`config.mk`:
```
export PLATFORM = sky130hd
export DESIGN_NAME = mem_access_unit
export DESIGN_NICKNAME = d
export VERILOG_FILES = /design/src/rtl/mem_pkg.sv /design/src/rtl/mem_access_unit_lane_align.sv /design/src/rtl/mem_access_unit.sv
export SDC_FILE = /design/constraint.sdc
export NUM_CORES = 1
export LEC_CHECK = 0
export CORE_ASPECT_RATIO = 1.1
export CORE_MARGIN = 2
export CORE_UTILIZATION = 46
export DETAILED_ROUTE_END_ITERATION = 12
export HOLD_SLACK_MARGIN = 0.15
export PLACE_DENSITY = 0.81
export SETUP_SLACK_MARGIN = 0.05
export SLEW_MARGIN = 0
export SYNTH_ARGS = -nofsm -noshare
export SYNTH_HDL_FRONTEND = slang
export SYNTH_SLANG_ARGS = --single-unit
```
`constraint.sdc`:
```
create_clock -name Clk -period 5 [get_ports Clk]
set_input_delay 1 -clock Clk [delete_from_list [all_inputs] [get_ports Clk]]
set_output_delay 1 -clock Clk [all_outputs]
set_load 0.02 [all_outputs]
```
`src/rtl/mem_pkg.sv`:
```
// Shared definitions for the load/store sequencer: size codes, FSM states and
// the alignment rule.
package mem_pkg;

    localparam logic [1:0] SZ_BYTE = 2'b00;
    localparam logic [1:0] SZ_HALF = 2'b01;
    localparam logic [1:0] SZ_WORD = 2'b10;
    localparam logic [1:0] SZ_ILL  = 2'b11;

    typedef enum logic [2:0] {
        StIdle,
        StRead,
        StLresp,
        StMerge,
        StWrite,
        StErr
    } state_t;

    // True when the byte offset cannot host an access of this size.
    function automatic logic misaligned(input logic [1:0] offset, input logic [1:0] size);
        logic bad;
        case (size)
            SZ_BYTE: bad = 1'b0;
            SZ_HALF: bad = offset[0];
            SZ_WORD: bad = (offset != 2'b00);
            default: bad = 1'b1;
        endcase
        return bad;
    endfunction

endpackage

```
`src/rtl/mem_access_unit_lane_align.sv`:
```
// Little-endian lane steering: extracts/extends a load lane and merges store
// data into a read word. Purely combinational.
module lane_align
    import mem_pkg::*;
(
    input  logic [31:0] word,
    input  logic [31:0] wdata,
    input  logic [1:0]  offset,
    input  logic [1:0]  size,
    input  logic        sext,
    output logic [31:0] ext_data,
    output logic [31:0] merge_data
);

    logic [4:0]  shamt;
    logic [31:0] shifted;
    logic [31:0] mask;

    // Extract the addressed lane and extend it; offset is aligned for halves.
    always_comb begin
        shamt   = {offset, 3'b000};
        shifted = word >> shamt;
        case (size)
            SZ_BYTE: ext_data = {{24{sext & shifted[7]}}, shifted[7:0]};
            SZ_HALF: ext_data = {{16{sext & shifted[15]}}, shifted[15:0]};
            default: ext_data = word;
        endcase
    end

    // Replace the target lane(s) of the read word with right-aligned store data.
    always_comb begin
        case (size)
            SZ_BYTE: mask = 32'h0000_00ff << shamt;
            SZ_HALF: mask = 32'h0000_ffff << shamt;
            default: mask = 32'hffff_ffff;
        endcase
        merge_data = (word & ~mask) | ((wdata << shamt) & mask);
    end

endmodule

```
`src/rtl/mem_access_unit.sv`:
```
// Load/store sequencer in front of the word-addressed data memory. Sub-word
// stores are done as read-modify-write; loads are lane-selected and extended.
module mem_access_unit
    import mem_pkg::*;
(
    input  logic        Clk,
    input  logic        Reset,
    input  logic        req,
    input  logic        we,
    input  logic [1:0]  size,
    input  logic        sext,
    input  logic [31:0] addr,
    input  logic [31:0] wdata,
    output logic        ready,
    output logic        done,
    output logic        err,
    output logic [31:0] rdata,
    output logic [29:0] dm_ad,
    output logic [31:0] dm_wrdata,
    output logic        dm_wr,
    input  logic [31:0] dm_rd
);

    state_t      state;
    logic [31:0] addr_l;
    logic        we_l;
    logic [1:0]  size_l;
    logic        sext_l;
    logic [31:0] wdata_l;

    logic [31:0] ext_data;
    logic [31:0] merge_data;

    // One aligner serves both the load-extract and the store-merge path; in
    // both cases the source word is the one dm returned after the READ edge.
    lane_align u_lane_align (
        .word       (dm_rd),
        .wdata      (wdata_l),
        .offset     (addr_l[1:0]),
        .size       (size_l),
        .sext       (sext_l),
        .ext_data   (ext_data),
        .merge_data (merge_data)
    );

    // Sequencer: latches the request and walks READ/MERGE/WRITE/LRESP/ERR.
    always_ff @(posedge Clk or posedge Reset) begin
        if (Reset) begin
            state   <= StIdle;
            addr_l  <= '0;
            we_l    <= 1'b0;
            size_l  <= SZ_BYTE;
            sext_l  <= 1'b0;
            wdata_l <= '0;
            done    <= 1'b0;
            err     <= 1'b0;
            rdata   <= '0;
        end else begin
            done <= 1'b0;
            err  <= 1'b0;
            case (state)
                StIdle: begin
                    if (req) begin
                        addr_l  <= addr;
                        we_l    <= we;
                        size_l  <= size;
                        sext_l  <= sext;
                        wdata_l <= wdata;
                        if (misaligned(addr[1:0], size)) begin
                            state <= StErr;
                        end else if (!we || size != SZ_WORD) begin
                            state <= StRead;
                        end else begin
                            state <= StWrite;
                        end
                    end
                end
                StRead:  state <= we_l ? StMerge : StLresp;
                StLresp: begin
                    rdata <= ext_data;
                    done  <= 1'b1;
                    state <= StIdle;
                end
                StMerge, StWrite: begin
                    done  <= 1'b1;
                    state <= StIdle;
                end
                StErr: begin
                    err   <= 1'b1;
                    done  <= 1'b1;
                    state <= StIdle;
                end
                default: state <= StIdle;
            endcase
        end
    end

    // Memory port drive decoded from state so an async reset drops dm_wr at once.
    always_comb begin
        ready     = (state == StIdle);
        dm_ad     = addr_l[31:2];
        dm_wr     = 1'b0;
        dm_wrdata = '0;
        case (state)
            StMerge: begin
                dm_wr     = 1'b1;
                dm_wrdata = merge_data;
            end
            StWrite: begin
                dm_wr     = 1'b1;
                dm_wrdata = wdata_l;
            end
            default: ;
        endcase
    end

endmodule

```
Yosys cells after proc, flatten, opt, wreduce, memory -nomap -nowiden
Cells that the tools add are included.
- register bits: 105
- input port bits: 103
- output and inout port bits: 98
- equal/unequal tests: 10
- shifts and indexed selects: 4
- muxes and demuxes: 14
- bitwise operators: 6
- reductions and logical operators: 9
- operators with widths (kind ; count):
    case mux 32 bit (2 select lines) ; 3
    bitwise AND 32 bit ; 2
    NOT 32 bit ; 1
    bitwise OR 32 bit ; 1
    left shift 16 x 5 -> 32 bit (first input constant) ; 1
    left shift 32 x 5 -> 32 bit ; 1
    left shift 8 x 5 -> 32 bit (first input constant) ; 1
    >> shifter 32 x 5 -> 16 bit ; 1
    2-to-1 mux 3 bit ; 3
    equality test 3 x 2 -> 1 bit (second input constant) ; 2
    equality test 3 bit (second input constant) ; 2
    2-to-1 mux 1 bit ; 6
    case mux 3 bit (2 select lines) ; 1
    equality test 2 x 1 -> 1 bit (second input constant) ; 2
    logical NOT 2 bit ; 2
    != test 2 bit (second input constant) ; 2
    OR reduction 4 bit ; 1
    equality test 3 x 1 -> 1 bit (second input constant) ; 1
    logical NOT 3 bit ; 1
    case mux 1 bit (3 select lines) ; 1
    bitwise AND 1 bit ; 2
    equality test 2 bit (second input constant) ; 1
    AND reduction 2 bit ; 1
    nonzero test 2 bit ; 1
    other kinds (3) ; 3

Logic depth before layout (Yosys ltp)
- depth after elaboration: 7
- mapped depth: 7
- depth with buffers taken out: 4

Cells and area by module
A second synthesis with hierarchy kept.
- cell total of the unflattened synthesis: 558
- area total of the unflattened synthesis: 6528.8 um^2
- by module, submodules not included (module ; times used ; cells each ; area each (um^2) ; seq. area each (um^2)):
    mem_access_unit ; 1 ; 302 ; 4867.2 ; 2627.5
    lane_align ; 1 ; 256 ; 1661.6 ; 0.0

Worst setup path before layout
OpenSTA, ideal clock, no wires.
- kind: register -> output
- start: register addr_l[0]
- end: output port dm_wrdata[16]
- arrival time: 1.940 ns
- slack: 2.060 ns
- stages on the path, launching flop included: 7
- buffers on the path: 2
- cell sequence: dfrtp_1 > buf_2 > nor2b_1 > clkbuf_1 > a211oi_2 > a211oi_1 > o31ai_1
- longest elaborated chain between the ends: 6
- elaborated cells between the ends (all ways): 9
- RTL lines (item ; RTL line ; RTL):
    from (decl) ; mem_access_unit.sv:25 ; logic [31:0] addr_l;
    from (signal assigned) ; mem_access_unit.sv:64 ; addr_l <= addr;
    left shift 16 x 5 -> 32 bit / left shift 8 x 5 -> 32 bit (equally long branches) ; mem_access_unit_lane_align.sv:34, mem_access_unit_lane_align.sv:33 ;
    case mux 32 bit (2 select lines) ; mem_access_unit_lane_align.sv:32 ; case (size)
    NOT 32 bit ; mem_access_unit_lane_align.sv:37 ; merge_data = (word & ~mask) | ((wdata << shamt) & mask);
    bitwise AND 32 bit ; mem_access_unit_lane_align.sv:37 ;
    bitwise OR 32 bit (*) ; mem_access_unit_lane_align.sv:37 ;
    case mux 32 bit (2 select lines) (*) ; mem_access_unit.sv:104 ; case (state)
    to (decl) ; mem_access_unit.sv:19 ; output logic [31:0] dm_wrdata,
Every way passes the cells marked *; elsewhere a longest branch is shown, timed or not.

Final worst setup path
- start: register state[2]
- end: output port dm_wrdata[6]
- longest elaborated chain between the ends: 2
- elaborated cells between the ends (all ways): 3
- RTL lines (item ; RTL line ; RTL):
    from (decl) ; mem_access_unit.sv:24 ; state_t state;
    from (signal assigned) ; mem_access_unit.sv:49 ; state <= StIdle;
    from (signal assigned) ; mem_access_unit.sv:70 ; state <= StErr;
    from (signal assigned) ; mem_access_unit.sv:72 ; state <= StRead;
    equality test 3 bit / equality test 3 x 2 -> 1 bit (equally long branches) ; mem_access_unit.sv:104 ;
    case mux 32 bit (2 select lines) (*) ; mem_access_unit.sv:104 ;
Marks and branches as above.

==> impl_metrics.toml <==
[run_status]
status = "finished, final reports clean"

[routing]
via_per_inst = 5.75
vias = 5057
drc = 0
final_antenna_net_count = 0
drt_iter0_markers = 460
drt_pass1_iterations = 6
routedWlPerCell_microns = 20.4
wl_mm = 17.9

[synthesis]
synth-async-reset-ratio_pct = 100
synth_edf_count = 0
syn_area_sq_mm = 0.00575
synth.most_common_cell = "dfrtp_1"
ys_ff_latch = 105
yosysTopAreaCell = "dfrtp_1"
yosys-top-cells-area = "dfrtp_1 (46%), mux2_2 (13%), mux2i_1 (4.4%)"
yosysSeqAreaShare_pct = 45.7
synth_top_area_share_pct = 45.7
avgSynthCellArea_sq_um = 10.1
synth_fp_nets = 674
synth_cell_types = 43
synth-warning-count = 0
synthCells = 571
synth_flop_cell = "dfrtp_1"
synth_common_cells = "dfrtp_1 (105), mux2_2 (65), nand2_1 (60)"

[global_routing]
grt_max_degree = 70
grt_pass1_wl_mm = 27.4
grt.overflow.total = 0
grt_antenna_before_repair = 0
grt_pass1_vias = 5016
gr-usage-all-layers_pct = 26.3

[min_path]
worstHoldStart = "rdata[6]$_DFFE_PP0N_"
hold_end = "rdata[6]$_DFFE_PP0N_"
hold_path.class = "reg2reg"
hold_path_depth = 2

[timing]
slew_viol_final = 0
slew-limit-headroom_pct = 18.5
rsz0062_at_grt = "false"
min_period_over_period_pct = 91.7
fin_crit_ns = 4.58
worstMarginPinSlew_ns = 1.21
max_clock_freq_ghz = 0.218
hold_viol = 0
clock-skew-final_ns = 0.0102
setup_viol = 0
setup_slack_ns = 0.417
fin_setup_tns_ns = 0

[cells_and_area]
nNetsFinal = 823
layout-drive-gt1-share_pct = 14.3
syn_to_final_growth_pct = 37.5
fin_cells = 879
final_cell_area_sq_mm = 0.00790
nFillCells = 965
num_antenna_cells = 0

[place]
post_dp_cell_area_sq_mm = 0.00761
gp_routability_congestion = 0.919
pre_cts_ws_ns = 0.813
dp_hpwl_mm = 13.6
dp_cells = 863
portBuffers = 200

[pwr]
ir_drop_mv = 0.319
leakagePower_nw = 3.20
power.density_mw_per_mm2 = 658

[clock_network]
cts_resized = 0
clk_pin_slew_ns = 0.07
cts_tree = "done"
clock_latency_ns = 0.35
cts_buffers = 9
cts_root_buf = "clkbuf_16"
postCtsSetupBuffers = 0
clkSinkCount = 105
clockBufferDepth = 2
ctsHoldBuffers = 0
cts_max_level = 3

[critical_path]
crit_fanout = 21
cp_slowest_cell = "o31ai_1"
end_kind = "output port"
startpoint_type = "flip-flop"
r2r_slack_ns = 2.27
r2r_start = "addr_l[1]$_DFFE_PP0P_"
worstSetupPathType = "reg2out"
critPathArrivalTime_ns = 3.58
crit_family = "compound AO/OA/AOI/OAI gates"
max_stage_delay_ns = 1.21
path_cells = "nand3b_1, o31ai_1, a22o_1, clkdlybuf4s50_1"
cp.required_ns = 4.00
worst_r2r_endpoint = "rdata[19]$_DFFE_PP0N_"
r2r_cells = 5
cp_num_buf_inv = 1

[floorplanning]
dieArea_sq_mm = 0.0134
design.portCount = 201
die_w_microns = 111
num_rows = 42
start_util_pct = 47.4
die_h_microns = 121
core-area_sq_mm = 0.0121

[job]
drv_cap = 0
[placed cells by master, fill, tap and decap left out, types with 18 or more instances in the layout]
master / instances
o21ai_0: 35
dfrtp_1: 104
nor2b_1: 18
nor2_1: 44
nand3_1: 19
nand2_1: 60
mux2i_1: 25
a211oi_1: 31
clkdlybuf4s50_1: 200
mux2_2: 65
[final cells by class]
type | count | area [sq um] | share of cell area [%]
inverter | 11 | 43.8 | 0.554
clock inverter | 5 | 38.8 | 0.491
multi-input combinational | 383 | 2670 | 33.8
tap | 154 | 193 | 2.44
timing repair buffer | 210 | 2080 | 26.3
sequential | 105 | 2630 | 33.3
clock buffer | 11 | 253 | 3.20
[where the power goes]
group	internal [W]	switching, W
logic	0.00135	0.00143
clock network	0.000369	0.000328
registers	0.00127	0.000466
[metrics by stage]
stage,total power [W],hold slack (ns),utilization (%)
floorplan,0.00352,0.481,-
global placement,0.00441,0.466,62.7
detailed placement,0.00450,0.472,62.7
CTS,0.00520,0.487,65.1
global route,0.00548,0.522,65.1
finish,0.00520,0.485,65.1
[worst max path at each step]
stage | start | to | slack (ns) | depth (start not counted)
after floorplan | Reset | addr_l[0]$_DFFE_PP0P_ | 1.24 | 1
after global placement | state[2]$_DFFE_PP0P_ | dm_wrdata[6] | 1.04 | 4
after detailed placement | state[2]$_DFFE_PP0P_ | dm_wrdata[1] | 0.81 | 4
after CTS | state[2]$_DFFE_PP0P_ | dm_wrdata[1] | 0.43 | 4
after global routing | state[2]$_DFFE_PP0P_ | dm_wrdata[6] | 0.17 | 4
final | state[2]$_DFFE_PP0P_ | dm_wrdata[6] | 0.42 | 4
[layer usage]
layer / vias to the layer above / wire length, microns / GRT usage, % / part of all wire (%)
met4: 0 / 535 / 9.30 / 3.0
met3: 42 / 1310 / 4.45 / 7.3
met5: - / 0 / 0 / 0
met1: 2455 / 7060 / 33.4 / 39
li1: 2315 / - / - / -
met2: 245 / 8990 / 45.7 / 50
[sequential cells by signal (all words and copies together) (netlist names)]
name,count
addr_l,32
done,1
err,1
rdata,32
sext_l,1
size_l,2
state,3
wdata_l,32
we_l,1
[cell families after synthesis]
logic type | share of synthesized area [%]
AOI/OAI and AO/OA | 15.5
xor gates and xnor gates | 0.152
buffers and inverters | 7.97
DFF | 45.7
muxes | 17.5
and+or+nand+nor | 13.2
[worst min-delay path, delay by kind of cell, from the launching register on]
family           cells  cell delay [ns]
AO/OA/AOI/OAI        1             0.06
flip-flops           1             0.34
AND/OR/NAND/NOR      1             0.05
Power figures use the tool's default switching activity.
